### config.mk
export PLATFORM = sky130hd
export DESIGN_NAME = l2_req_fifo
export DESIGN_NICKNAME = d
export VERILOG_FILES = /design/src/rtl/l2_req_fifo.sv
export SDC_FILE = /design/constraint.sdc
export NUM_CORES = 1
export LEC_CHECK = 0
export ABC_CLOCK_PERIOD_IN_PS = 12200
export BUFFER_PORTS_ARGS = -buffer_cell sky130_fd_sc_hd__buf_2
export CELL_PAD_IN_SITES_DETAIL_PLACEMENT = 2
export CELL_PAD_IN_SITES_GLOBAL_PLACEMENT = 2
export CORE_UTILIZATION = 30
export CTS_CLUSTER_SIZE = 10
export DETAILED_ROUTE_END_ITERATION = 10
export PLACE_DENSITY_LB_ADDON = 0.15
export SKIP_LAST_GASP = 1
export SYNTH_ARGS = -nofsm -noshare
export SYNTH_HDL_FRONTEND = slang
export SYNTH_SLANG_ARGS = --single-unit
### constraint.sdc
create_clock -name i_clk -period 12.2 [get_ports i_clk]
set_input_delay 0.61 -clock i_clk [delete_from_list [all_inputs] [get_ports i_clk]]
set_output_delay 0.61 -clock i_clk [all_outputs]
set_load 0.01 [all_outputs]
### src/rtl/l2_req_fifo.sv
// In-order request queue between the L2 memory-request port and the L2-to-AXI bridge,
// with a line-address lookup over queued writes.
module l2_req_fifo #(
  parameter int unsigned abits = 48,
  parameter int unsigned lbits = 256,
  parameter int unsigned depth = 4
) (
  input  logic                       i_clk,
  input  logic                       i_rst,
  input  logic                       i_req_valid,
  output logic                       o_req_ready,
  input  logic [2:0]                 i_req_type,
  input  logic [abits-1:0]           i_req_addr,
  input  logic [2:0]                 i_req_size,
  input  logic [lbits/8-1:0]         i_req_strob,
  input  logic [lbits-1:0]           i_req_data,
  output logic                       o_mem_valid,
  input  logic                       i_mem_ready,
  output logic [2:0]                 o_mem_type,
  output logic [abits-1:0]           o_mem_addr,
  output logic [2:0]                 o_mem_size,
  output logic [lbits/8-1:0]         o_mem_strob,
  output logic [lbits-1:0]           o_mem_data,
  input  logic [abits-1:0]           i_lookup_addr,
  output logic                       o_lookup_hit,
  output logic [$clog2(depth):0]     o_count
);

  localparam int unsigned sbits = lbits / 8;
  localparam int unsigned ptr_w = $clog2(depth);
  localparam int unsigned cnt_w = ptr_w + 1;
  localparam int unsigned off_w = $clog2(sbits);
  localparam logic [abits-1:0] line_mask = {abits{1'b1}} << off_w;

  typedef struct packed {
    logic [2:0]       typ;
    logic [abits-1:0] addr;
    logic [2:0]       size;
    logic [sbits-1:0] strob;
    logic [lbits-1:0] data;
  } req_t;

  req_t             mem [depth];
  req_t             head;
  logic [ptr_w-1:0] wr_ptr;
  logic [ptr_w-1:0] rd_ptr;
  logic [cnt_w-1:0] count;
  logic             push_c;
  logic             pop_c;
  logic [depth-1:0] occ_c;
  logic [depth-1:0] wmatch_c;

  // Flags come from registered count only, so ready never depends on i_mem_ready.
  assign o_req_ready = (count != cnt_w'(depth));
  assign o_mem_valid = (count != '0);
  assign push_c      = i_req_valid && o_req_ready;
  assign pop_c       = o_mem_valid && i_mem_ready;

  always_ff @(posedge i_clk) begin
    if (i_rst) begin
      wr_ptr <= '0;
      rd_ptr <= '0;
      count  <= '0;
    end else begin
      if (push_c) wr_ptr <= wr_ptr + ptr_w'(1);
      if (pop_c)  rd_ptr <= rd_ptr + ptr_w'(1);
      case ({push_c, pop_c})
        2'b10:   count <= count + cnt_w'(1);
        2'b01:   count <= count - cnt_w'(1);
        default: count <= count;
      endcase
    end
  end

  // Payload storage is intentionally left out of reset.
  always_ff @(posedge i_clk) begin
    if (push_c) begin
      mem[wr_ptr] <= '{typ: i_req_type, addr: i_req_addr, size: i_req_size,
                       strob: i_req_strob, data: i_req_data};
    end
  end

  assign head        = mem[rd_ptr];
  assign o_mem_type  = head.typ;
  assign o_mem_addr  = head.addr;
  assign o_mem_size  = head.size;
  assign o_mem_strob = head.strob;
  assign o_mem_data  = head.data;
  assign o_count     = count;

  // An entry is occupied when its distance from the read pointer is below count.
  always_comb begin
    logic [ptr_w-1:0] off;
    off      = '0;
    occ_c    = '0;
    wmatch_c = '0;
    for (int unsigned i = 0; i < depth; i++) begin
      off         = ptr_w'(i) - rd_ptr;
      occ_c[i]    = ({1'b0, off} < count);
      wmatch_c[i] = mem[i].typ[0] && (((mem[i].addr ^ i_lookup_addr) & line_mask) == '0);
    end
  end

  assign o_lookup_hit = |(occ_c & wmatch_c);

endmodule

Word-level counts from Yosys, hierarchy flattened
Memory sizes are Yosys's and may differ from the RTL's. A register that Yosys moved wholly into a read port is not among the register bits.
Index checks and enable logic that the tools add are counted.
{"block": "totals", "register_bits": 7, "mem_bits_rw": 1368, "inputBits": 394, "output_inout_bits": 348, "wordCells": 42, "mem_count": 1}
{"name": "mem", "depth": 4, "width": 342, "read_ports": 5, "rd_clocked_by_memory_dff": 1, "wr": 1, "line": "43", "rtl": "req_t mem [depth];"}
{"block": "op_classes", "addsub": 8, "magnitude_cmp": 4, "eq_ne": 3, "mux": 5, "bitwise_logic": 5, "n_reduce_logical": 13}
{"operator": "$logic_not 48->1", "n": 4}
{"operator": "$xor 48x48->48", "n": 4}
{"operator": "$lt 2x3->1", "n": 4}
{"operator": "$logic_and 1x1->1", "n": 6}
{"operator": "$pmux 3 s2", "n": 1}
{"operator": "$add 2x1->2 const B", "n": 2}
{"operator": "$and 4x4->4", "n": 1}
{"operator": "$mux 2", "n": 2}
{"operator": "$reduce_or 4->1", "n": 1}
{"operator": "$sub 1x2->2 const A", "n": 2}
{"operator": "$sub 2x2->2 const A", "n": 2}
{"operator": "$add 3x1->3 const B", "n": 1}
{"operator": "$ne 3x3->1 const B", "n": 1}
{"operator": "$reduce_bool 3->1", "n": 1}
{"operator": "$sub 3x1->3 const B", "n": 1}
{"operator": "$eq 2x1->1 const B", "n": 1}
{"operator": "$eq 2x2->1 const B", "n": 1}
{"operator": "$mux 1", "n": 2}
{"operator": "$reduce_bool 2->1", "n": 1}

Logic depth before layout (Yosys ltp)
{"block": "logic_depth", "depth_word": 5, "mapped_depth": 10, "ltp_nobuf": 10}

Least setup slack after synthesis
OpenSTA, ideal clock, no wires.
{"block": "synth_timing", "kind": "register -> register", "start": "register count[0], in the netlist o_count[0]", "end": "memory mem[0][0] (netlist name) (enable)", "setup_time_ns": 0.752, "arrival_time_ns": 8.605, "t_required_ns": 11.448, "path_slack_ns": 2.844, "path_stages_with_launch": 4, "n_path_buf": 0, "period_less_slack_ns": 9.356, "cell_sequence": "dfxtp_1 inv_1 nand3_1 and3_1"}
{"block": "synth_between", "elab_chain_len": 4}
{"element": "start: declaration", "line": "47", "rtl": "logic [cnt_w-1:0] count;"}
{"element": "start signal: assignment", "line": "68", "rtl": "2'b10: count <= count + cnt_w'(1);"}
{"element": "start signal: assignment", "line": "69", "rtl": "2'b01: count <= count - cnt_w'(1);"}
{"element": "start signal: assignment", "line": "70", "rtl": "default: count <= count;"}
{"element": "$ne 3x3->1", "line": "54", "rtl": "assign o_req_ready = (count != cnt_w'(depth));"}
{"element": "named net o_req_ready", "line": "11", "rtl": "output logic o_req_ready,"}
{"element": "$logic_and 1x1->1", "line": "56", "rtl": "assign push_c = i_req_valid && o_req_ready;"}
{"element": "$mux 1", "line": "77", "rtl": "if (push_c) begin"}
{"element": "$mux 1 (implied by the code)", "line": "78", "rtl": "mem[wr_ptr] <= '{typ: i_req_type, addr: i_req_addr, size: i_req_size,"}
{"element": "end: declaration", "line": "43"}
The timed path passes the listed nets, and every way through them passes these cells.

==> out/qor.yml <==
sta:
  finalSetupViolations: 0
  max-slew-margin-rel_pct: 21.4
  rsz0062_at_grt: "no"
  clock_skew_ns: 0.0558
  minimum_setup_slack_in_the_final_design_ns: 7.33
  period_minus_slack_ns: 4.87
  transition_time_at_the_pin_with_the_least_slew_margin_ns: 1.18
  setup_tns_ns: 0
  final_min_period_over_clock_period_pct: 39.9
  timing.fmax_mhz: 205
  final-hold-violation-count: 0
  drv_slew: 0
floorplanning:
  die_area_um2: 174000
  die_w_um: 417
  initial_utilization_pct: 30.4
  core_area_um2: 170000
  ports_placed_on_the_boundary: 742
  fp-row-count: 151
  chip_height_um: 417
place:
  placement.io_buffers: 736
  post-place-ws_ns: 7.81
  total_half_perimeter_wirelength_after_legalization_and_detailed_placement_um: 97100
  gpl.final_weighted_congestion: 0.754
setup_path:
  crit_fanout: 65
  crit_type: "reg2out"
  crit_chain: "buf_4, buf_4, mux4_2, buf_2"
  cp_data_arrival_time_ns: 4.26
  family_with_the_most_delay_on_the_worst_path: "buffers and inverters"
  cp-start-kind: "flip-flop"
  largest_stage_delay_on_the_critical_path_ns: 0.99
  slowest_stage: "sky130_fd_sc_hd__buf_4"
  r2r_start: "o_count[0]"
  critical-path-top-cell-by-count: "sky130_fd_sc_hd__buf_4"
  timing.critical_path.required_ns: 11.59
  crit_path_end_kind: "output port"
  critPathBufInv: 3
yosys:
  synth.top_cell.area_share_pct: 79.6
  synth_area_leaders: "sky130_fd_sc_hd__edfxtp_1 80%, sky130_fd_sc_hd__mux4_2 15%, sky130_fd_sc_hd__xor2_1 2.0%"
  netlist_instances: 2090
  synth_warnings: 0
  post-synth-top-count-cell: "sky130_fd_sc_hd__edfxtp_1"
  mappedNetlistArea_um2: 51600
  synth_top_cell_by_area: "sky130_fd_sc_hd__edfxtp_1"
  postSynthAreaPerCell_um2: 24.7
  synth_edf_count: 1368
  yosys.cell_types.count: 29
  synth-main-ff-cell: "sky130_fd_sc_hd__edfxtp_1"
  postSynth.asyncResetShare_pct: 0
  synth_common_cells: "1368 x sky130_fd_sc_hd__edfxtp_1, 342 x sky130_fd_sc_hd__mux4_2, 119 x sky130_fd_sc_hd__xor2_1"
  synth_fp_nets: 2494
  synth_seq_cells: 1377
  sequential_cell_area_fraction_in_the_yosys_report_pct: 79.9
clock_tree:
  clkSlewWorstSetupHoldPaths_ns: 0.05
  cts_htree_levels: 4
  post_cts.resized_instances: 0
  total_clock_sinks: 1377
  cts_buffers: 163
  clock_tree_from_tritoncts: "built"
  cts_post_setup_buffers_inserted: 0
  cts-root-to-sink-buffers: 3
  worstSkewPairLatency_ns: 0.81
  hold_buffers: 342
  cts.root.buffer_cell: "sky130_fd_sc_hd__clkbuf_16"
route:
  dr_total_vias: 26000
  remaining_drc_errors: 0
  dr.pass1.iters: 4
  drtIter0Drc: 1199
  final_antenna_net_count: 0
  vias_per_cell: 4.66
  drt-wirelength-per-cell_um: 26.5
  wl_um: 148000
layout:
  layout-drive-gt1-share_pct: 38.9
  nets: 3684
  areaGrowthSynthToFinish_pct: 28.2
flow_run:
  maxCapViolCount: 0
grt:
  largest_net_degree_at_the_start_of_global_routing: 143
  first_pass_grt_wire_length_um: 212000
  number_of_global_route_vias_before_repair: 29900
  total_global_route_track_usage_pct: 17.0
  antenna_found_initial: 27
  global_route.overflow_total: 0
worst_hold_path:
  hold_class: "in2reg"
  worstHoldStart: "i_rst"
outcome:
  run_status: "finished clean"
pwr:
  power_density_nw_per_um2: 204
  power.leakage_nw: 22.0
  power_mw: 13.5
  vdd.ir_drop.worst_mv: 0.173
routing by layer:
layer	vias to the layer above	wire length (um)	global-route usage, %
met5	-	32	0
met4	6	6550	7.96
met1	13800	55200	18.8
li1	11300	-	-
met2	654	78800	30.4
met3	254	7380	4.17
cells by family after synthesis:
group	synth area share, %
xor gates and xnor gates	3.02
and+or+nand+nor	0.909
adders and majority gates	0.257
buffers and inverters	0.788
DFF	79.9
AOI/OAI and AO/OA	0.153
muxes	14.9
cell usage in the layout (no fill, tap or decap), types with 3 or more instances in the layout:
cell type | synthesis | layout
sky130_fd_sc_hd__buf_2 | 46 | 736
sky130_fd_sc_hd__nand4_1 | 19 | 19
sky130_fd_sc_hd__buf_4 | 0 | 24
sky130_fd_sc_hd__clkinv_1 | 0 | 11
sky130_fd_sc_hd__nand2_1 | 4 | 4
sky130_fd_sc_hd__clkinv_2 | 0 | 4
sky130_fd_sc_hd__dfxtp_1 | 9 | 7
sky130_fd_sc_hd__edfxtp_1 | 1368 | 1368
sky130_fd_sc_hd__buf_12 | 0 | 5
sky130_fd_sc_hd__ha_1 | 9 | 9
sky130_fd_sc_hd__a21oi_1 | 8 | 8
sky130_fd_sc_hd__and3_4 | 0 | 4
sky130_fd_sc_hd__or4_1 | 4 | 4
sky130_fd_sc_hd__nor4_1 | 32 | 32
sky130_fd_sc_hd__clkbuf_16 | 0 | 164
sky130_fd_sc_hd__xor2_1 | 119 | 119
sky130_fd_sc_hd__mux4_2 | 342 | 342
sky130_fd_sc_hd__clkinv_8 | 0 | 3
sky130_fd_sc_hd__clkinv_16 | 0 | 7
sky130_fd_sc_hd__diode_2 | 0 | 17
sky130_fd_sc_hd__inv_6 | 0 | 3
sky130_fd_sc_hd__clkbuf_1 | 21 | 30
sky130_fd_sc_hd__nor2_1 | 8 | 8
sky130_fd_sc_hd__dlygate4sd3_1 | 0 | 342
sky130_fd_sc_hd__inv_1 | 9 | 9
sky130_fd_sc_hd__o21ai_0 | 3 | 3
sky130_fd_sc_hd__xnor2_1 | 57 | 57
sky130_fd_sc_hd__bufinv_16 | 0 | 3
registers in the layout (all words and copies together), names as in the netlist, named ones only:
register	flops
o_count	3
mem	1368
wr_ptr	2
rd_ptr	2
report_power, final:
part / leakage, nW / internal [mW] / switching, mW
clock: 2.27 / 2.50 / 1.89
sequential: 12.6 / 5.73 / 0.166
combinational: 7.10 / 1.38 / 1.80
total: 22.0 / 9.61 / 3.85
stage by stage:
stage | utilization (%) | hold WS [ns] | std cells | cell area (um^2)
CTS | 38.9 | 0.0425 | 5560 | 66100
global placement | 34.1 | 0.507 | 4991 | 58000
finish | 38.9 | 0.148 | 5577 | 66200
global route | 38.9 | 0.109 | 5574 | 66200
floorplan | - | 0.469 | 2090 | 51600
detailed placement | 34.1 | 0.513 | 4991 | 58000
cell type report:
| cell class | instances | area, um^2 |
|---|---|---|
| Antenna cell | 17 | 42.5 |
| Clock buffer | 194 | 4220 |
| Clock inverter | 33 | 477 |
| Fill cell | 16200 | 104000 |
| Inverter | 9 | 33.8 |
| Multi-Input combinational cell | 622 | 9960 |
| Sequential cell | 1377 | 41300 |
| Tap cell | 2218 | 2780 |
| Timing Repair Buffer | 1107 | 7390 |
path summary, 6_finish.rpt:
path	endpoint	slack [ns]	cells past startpoint
setup reg to reg	mem[0][78]	8.04	5
setup / recovery	o_mem_data[145]	7.33	4
hold / removal	flip-flop	0.15	2
hold reg to reg	wr_ptr[1]	0.52	2
Power figures use the tool's default switching activity.
